### src/rtl/act_bank_ctrl.sv
// Ping-pong bank sequencer for the activation SRAM: fills the free bank from DMA, plays a full bank out as L reads + DRAIN_CYCLES idle + done pulse.
// Start-to-first-read latency 1 cycle; DMA is stalled while the target bank is full. Perf counters exist only with ACT_BANK_CTRL_PERF_EN.
module act_bank_ctrl #(
    parameter int ADDR_WIDTH   = 7,
    parameter int DRAIN_CYCLES = 13
) (
    input  logic                  clk,
    input  logic                  rst,
    input  logic                  flush,
    input  logic                  dma_valid,
    input  logic                  dma_last,
    output logic                  dma_ready,
    output logic                  we,
    output logic [ADDR_WIDTH-1:0] waddr,
    output logic                  bank_sel_wr,
    input  logic                  tile_start,
    input  logic                  tile_keep,
    output logic                  tile_ready,
    output logic                  tile_busy,
    output logic                  tile_done,
    output logic                  rd_en,
    output logic [ADDR_WIDTH-1:0] k_idx,
    output logic                  bank_sel_rd,
    output logic [1:0]            bank_full,
    output logic                  ovf_err,
    output logic [31:0]           perf_read_cycles,
    output logic [31:0]           perf_starve_cycles
);

    typedef enum logic [1:0] {S_IDLE, S_READ, S_DRAIN, S_DONE} state_t;

    localparam int DC_W = (DRAIN_CYCLES > 1) ? $clog2(DRAIN_CYCLES) : 1;
    localparam logic [DC_W-1:0]       DC_LAST = DC_W'((DRAIN_CYCLES > 0) ? DRAIN_CYCLES - 1 : 0);
    localparam logic [DC_W-1:0]       DC_ONE  = DC_W'(1);
    localparam logic [ADDR_WIDTH-1:0] PTR_MAX = '1;
    localparam logic [ADDR_WIDTH-1:0] PTR_ONE = ADDR_WIDTH'(1);
    localparam logic [ADDR_WIDTH:0]   LEN_ONE = (ADDR_WIDTH+1)'(1);

    state_t                state_q, state_d;
    logic [ADDR_WIDTH-1:0] wr_ptr_q, wr_ptr_d;
    logic                  wr_bank_q, wr_bank_d;
    logic [1:0]            bank_full_q, bank_full_d;
    logic [ADDR_WIDTH:0]   len_q [2];
    logic [ADDR_WIDTH:0]   len_d [2];
    logic                  ovf_q, ovf_d;
    logic                  rd_bank_q, rd_bank_d;
    logic                  keep_q, keep_d;
    logic [ADDR_WIDTH-1:0] k_idx_q, k_idx_d;
    logic                  rd_en_q, rd_en_d;
    logic                  bank_sel_rd_q, bank_sel_rd_d;
    logic                  tile_done_q, tile_done_d;
    logic [DC_W-1:0]       drain_cnt_q, drain_cnt_d;

    assign dma_ready   = !bank_full_q[wr_bank_q];
    assign we          = dma_valid && dma_ready;
    assign waddr       = wr_ptr_q;
    assign bank_sel_wr = wr_bank_q;
    assign tile_ready  = (state_q == S_IDLE) && bank_full_q[rd_bank_q];
    assign tile_busy   = (state_q != S_IDLE);
    assign tile_done   = tile_done_q;
    assign rd_en       = rd_en_q;
    assign k_idx       = k_idx_q;
    assign bank_sel_rd = bank_sel_rd_q;
    assign bank_full   = bank_full_q;
    assign ovf_err     = ovf_q;

    always_comb begin
        state_d       = state_q;
        wr_ptr_d      = wr_ptr_q;
        wr_bank_d     = wr_bank_q;
        bank_full_d   = bank_full_q;
        len_d[0]      = len_q[0];
        len_d[1]      = len_q[1];
        ovf_d         = ovf_q;
        rd_bank_d     = rd_bank_q;
        keep_d        = keep_q;
        k_idx_d       = k_idx_q;
        rd_en_d       = 1'b0;
        bank_sel_rd_d = bank_sel_rd_q;
        tile_done_d   = 1'b0;
        drain_cnt_d   = drain_cnt_q;

        // A bank closes on dma_last or when it runs out of rows; running out is an overflow.
        if (we) begin
            if (dma_last || wr_ptr_q == PTR_MAX) begin
                bank_full_d[wr_bank_q] = 1'b1;
                len_d[wr_bank_q]       = {1'b0, wr_ptr_q} + LEN_ONE;
                wr_ptr_d               = '0;
                wr_bank_d              = !wr_bank_q;
                if (!dma_last) begin
                    ovf_d = 1'b1;
                end
            end else begin
                wr_ptr_d = wr_ptr_q + PTR_ONE;
            end
        end

        case (state_q)
            S_IDLE: begin
                if (tile_start && tile_ready) begin
                    state_d       = S_READ;
                    rd_en_d       = 1'b1;
                    k_idx_d       = '0;
                    keep_d        = tile_keep;
                    bank_sel_rd_d = rd_bank_q;
                end
            end
            S_READ: begin
                if ({1'b0, k_idx_q} == (len_q[rd_bank_q] - LEN_ONE)) begin
                    if (DRAIN_CYCLES == 0) begin
                        state_d     = S_DONE;
                        tile_done_d = 1'b1;
                    end else begin
                        state_d     = S_DRAIN;
                        drain_cnt_d = '0;
                    end
                end else begin
                    rd_en_d = 1'b1;
                    k_idx_d = k_idx_q + PTR_ONE;
                end
            end
            S_DRAIN: begin
                if (drain_cnt_q == DC_LAST) begin
                    state_d     = S_DONE;
                    tile_done_d = 1'b1;
                end else begin
                    drain_cnt_d = drain_cnt_q + DC_ONE;
                end
            end
            S_DONE: begin
                state_d = S_IDLE;
                if (!keep_q) begin
                    bank_full_d[rd_bank_q] = 1'b0;
                    rd_bank_d              = !rd_bank_q;
                end
            end
            default: state_d = S_IDLE;
        endcase

        if (flush) begin
            state_d       = S_IDLE;
            wr_ptr_d      = '0;
            wr_bank_d     = 1'b0;
            bank_full_d   = 2'b00;
            ovf_d         = 1'b0;
            rd_bank_d     = 1'b0;
            keep_d        = 1'b0;
            rd_en_d       = 1'b0;
            bank_sel_rd_d = 1'b0;
            tile_done_d   = 1'b0;
        end
    end

    always_ff @(posedge clk or posedge rst) begin
        if (rst) begin
            state_q       <= S_IDLE;
            wr_ptr_q      <= '0;
            wr_bank_q     <= 1'b0;
            bank_full_q   <= 2'b00;
            len_q[0]      <= '0;
            len_q[1]      <= '0;
            ovf_q         <= 1'b0;
            rd_bank_q     <= 1'b0;
            keep_q        <= 1'b0;
            k_idx_q       <= '0;
            rd_en_q       <= 1'b0;
            bank_sel_rd_q <= 1'b0;
            tile_done_q   <= 1'b0;
            drain_cnt_q   <= '0;
        end else begin
            state_q       <= state_d;
            wr_ptr_q      <= wr_ptr_d;
            wr_bank_q     <= wr_bank_d;
            bank_full_q   <= bank_full_d;
            len_q[0]      <= len_d[0];
            len_q[1]      <= len_d[1];
            ovf_q         <= ovf_d;
            rd_bank_q     <= rd_bank_d;
            keep_q        <= keep_d;
            k_idx_q       <= k_idx_d;
            rd_en_q       <= rd_en_d;
            bank_sel_rd_q <= bank_sel_rd_d;
            tile_done_q   <= tile_done_d;
            drain_cnt_q   <= drain_cnt_d;
        end
    end

`ifdef ACT_BANK_CTRL_PERF_EN
    logic [31:0] perf_rd_q, perf_st_q;
    logic        starve;

    // Starvation: compute asked for a tile while the next bank to read is still empty.
    assign starve = (state_q == S_IDLE) && tile_start && !bank_full_q[rd_bank_q];

    always_ff @(posedge clk or posedge rst) begin
        if (rst) begin
            perf_rd_q <= '0;
            perf_st_q <= '0;
        end else if (flush) begin
            perf_rd_q <= '0;
            perf_st_q <= '0;
        end else begin
            if (rd_en_q && perf_rd_q != '1) begin
                perf_rd_q <= perf_rd_q + 32'd1;
            end
            if (starve && perf_st_q != '1) begin
                perf_st_q <= perf_st_q + 32'd1;
            end
        end
    end

    assign perf_read_cycles   = perf_rd_q;
    assign perf_starve_cycles = perf_st_q;
`else
    assign perf_read_cycles   = 32'd0;
    assign perf_starve_cycles = 32'd0;
`endif

endmodule

### config.mk
export PLATFORM = sky130hd
export DESIGN_NAME = act_bank_ctrl
export DESIGN_NICKNAME = d
export VERILOG_FILES = /design/src/rtl/act_bank_ctrl.sv
export SDC_FILE = /design/constraint.sdc
export NUM_CORES = 1
export LEC_CHECK = 0
export BUFFER_PORTS_ARGS = -buffer_cell sky130_fd_sc_hd__buf_2
export CAP_MARGIN = 15
export CORE_MARGIN = 8
export CORE_UTILIZATION = 45
export DETAILED_ROUTE_END_ITERATION = 10
export PLACE_DENSITY_LB_ADDON = 0.2
export SYNTH_ARGS = -nofsm -noshare
export SYNTH_HDL_FRONTEND = slang
export SYNTH_SLANG_ARGS = --single-unit
### constraint.sdc
create_clock -name clk -period 5.7 [get_ports clk]
set_input_delay 0.57 -clock clk [delete_from_list [all_inputs] [get_ports clk]]
set_output_delay 0.57 -clock clk [all_outputs]
set_load 0.005 [all_outputs]
==> impl_metrics.tcl <==
set metrics [dict create \
    max_freq_mhz 325 \
    fin_cells 433 \
    cts_root_buffer "clkbuf_8" \
    use_met3_pct 3.98 \
    crit_path_max_incr_delay_ns 0.90 \
    grt.overflow.total 0 \
    drcViolationCount 0 \
    num_vias 2104 \
    cts.clk_slew.worst_paths_ns 0.09 \
    cts_resized 0 \
    synth_area_mm2 0.00296 \
    hp-class "primary input to asynchronous set/reset pin" \
    rows 29 \
    setup_viol 0 \
    drt_iter0_drc 115 \
    rsz0062_at_grt "false" \
    critPathKind "flip-flop to flip-flop" \
    dp.cells 425 \
    critPathRequiredTime_ns 5.93 \
    firstDrtPassIters 4 \
    area_growth_pct 2.36 \
    path_common_cell "mux2i_1" \
    vias_per_cell 4.86 \
    crit_path_max_fanout 19 \
    grt_pass1_wl_um 9810 \
    drive_gt1_share_pct 13.5 \
    fillers 610 \
    nNetsFinal 372 \
    ant_nets 0 \
    multi_input_area_mm2 0.00150 \
    final_common_cell "conb_1" \
    busiest_layer "met2" \
    die_y_um 97.1 \
    fp.dieW_um 97.1 \
    worst_slew_pin_slew_ns 0.834 \
    grt_util_met1_pct 16.0 \
    worst-path-buf-inv 0 \
    final_cell_mix "conb_1 (64), dfrtp_1 (45), buf_2 (31), nor2_1 (27), nand2_1 (27)" \
    routabilityCongestion 0.788 \
    crit_path_start_kind "flip-flop" \
    fin_skew_ns 0.00835 \
    synth_cell_type_count 44 \
    grt_max_degree 46 \
    portBuffers 31 \
    clock_path_buffers 2 \
    wire_per_inst_um 13.1 \
    clk-insertion-delay-late_ns 0.31 \
    ys_ff_latch 45 \
    critical_path.cell_chain "mux2i_1, ha_1, xor2_1, xnor2_1, nor3_1, o2111ai_2, o21ai_1, and2_1, mux2i_1" \
    grt.met2_usage_pct 18.4 \
    endpoint_kind "flip-flop" \
    p_leak_nw 1.49 \
    synthArstFlopShare_pct 100 \
    post_cts_buffers 0 \
    syn_inst 324 \
    grt_pass1_vias 2081 \
    coreArea_mm2 0.00635 \
    grt_usage_pct 12.2 \
    postCtsHoldBufs 0 \
    finalHoldViolCount 0 \
    place_hpwl_um 4410 \
    cts_tree "done" \
    cts_sinks 45 \
    slew_viol_final 0 \
    post-route-min-period_ns 3.08 \
    seq_area_frac_synth_pct 38.0 \
    synth_enable_flop_cells 0 \
    tns_ns 0 \
    diodes 0 \
    peakVddDrop_v 0.000115 \
    wl_um 5690 \
    cap_viol_max_count 0 \
    antenna_found_initial 0 \
    dieArea_mm2 0.00944 \
    status "finished clean" \
    path_delay_family "flip-flops" \
    cts_inserted_buffers 5 \
    cp.arrival_ns 3.31 \
    slew_headroom_pct 44.4 \
    postSynthAreaPerCell_um2 9.14 \
    regToRegSetupSlack_ns 2.62 \
    seqCellArea_mm2 0.00113 \
    cp_slowest_cell "dfrtp_1" \
    htreeDepth 2 \
    post-route-period-util_pct 54.0 \
    start_util_pct 46.7 \
    yosysWarnings 0 \
    p_per_area_mw_per_mm2 274 \
    synth-main-ff-cell "dfrtp_1" \
    whs_ns 0.381 \
    num_io_pins 96 \
]
==> synth_stat cells (4+ instances only) <==
| master | instances | share of area (%) |
|---|---|---|
| and3_1 | 4 | 0.84 |
| nand2_1 | 27 | 3.4 |
| o21ai_0 | 19 | 3.2 |
| xnor2_1 | 13 | 3.8 |
| buf_4 | 65 | 16 |
| nor2_1 | 27 | 3.4 |
| o31ai_1 | 5 | 1.3 |
| nand3_1 | 9 | 1.5 |
| ha_1 | 10 | 4.2 |
| clkbuf_1 | 5 | 0.63 |
| nor3_1 | 4 | 0.68 |
| dfrtp_1 | 45 | 38 |
| inv_1 | 14 | 1.8 |
| and2_1 | 5 | 1.1 |
| xor2_1 | 5 | 1.5 |
| a21oi_1 | 16 | 2.7 |
| mux2i_1 | 15 | 5.1 |
==> flip-flops by register name, indices dropped and copies added (netlist names) <==
signal and count:
state_q 2, bank_sel_rd 1, waddr 7, len_q 16, k_idx 7, rd_bank_q 1
bank_full 2, ovf_err 1, keep_q 1, drain_cnt_q 4, rd_en 1, tile_done 1
bank_sel_wr 1
==> layout make-up <==
cell class,count,area share [%]
multi-input cells,256,49.4
flip-flops and latches,45,37.1
repair buffers,33,5.61
well taps,77,3.18
clock buffers,5,2.27
inverters,14,1.73
clock inverters,3,0.701
==> power by group <==
group / total, mW / switching [mW] / internal (mW) / leakage [nW]
clock: 0.204 / 0.117 / 0.0871 / 0.0445
sequential: 0.388 / 0.0379 / 0.350 / 0.607
combinational: 0.240 / 0.141 / 0.0994 / 0.837
==> worst paths after layout <==
kind                                  startpoint                         end  cells past startpoint
min in group clk            len_q[7]$_DFFE_PP0P_        len_q[7]$_DFFE_PP0P_                      2
setup / recovery           rd_bank_q$_DFFE_PP0P_  drain_cnt_q[1]$_DFFE_PP0P_                      9
hold / removal                               rst        k_idx[3]$_DFFE_PP0P_                      3
hold reg to reg             len_q[7]$_DFFE_PP0P_        len_q[7]$_DFFE_PP0P_                      2
setup reg to reg           rd_bank_q$_DFFE_PP0P_  drain_cnt_q[1]$_DFFE_PP0P_                      9
max in group asynchronous                    rst        len_q[5]$_DFFE_PP0P_                      3
==> per-stage QoR <==
stage	util [%]	power, mW	instance area, um2	setup slack [ns]
floorplan	-	0.607	3200	3.33
global placement	46.3	0.631	2940	2.76
detailed placement	46.3	0.636	2940	2.64
CTS	47.8	0.844	3030	2.60
global route	47.8	0.898	3030	2.27
finish	47.8	0.832	3030	2.62
==> kinds of logic (layout without fill, tap and decap cells) <==
group	after synthesis	in the layout	synth area share (%)
flops	45	45	38.0
other cells	1	64	0.127
buf+inv	86	55	19.4
xor+xnor	18	18	5.32
fa+ha+maj	10	10	4.22
mux	17	17	5.83
compound gates	55	55	11.4
simple gates	92	92	15.7
==> routing by layer <==
layer | wire length (um) | vias to the layer above
li1 | - | 1025
met1 | 2720 | 996
met2 | 2590 | 77
met3 | 314 | 6
met4 | 64 | 0
met5 | 0 | -
==> worst register-to-register path, stage by stage, from the launching register on <==
cell and delay, ns:
dfrtp_1 0.90, mux2i_1 0.37, ha_1 0.24, xor2_1 0.19, xnor2_1 0.08, nor3_1 0.17
o2111ai_2 0.15, o21ai_1 0.46, and2_1 0.27, mux2i_1 0.19
Note: power is estimated with default switching activity, not from simulation.
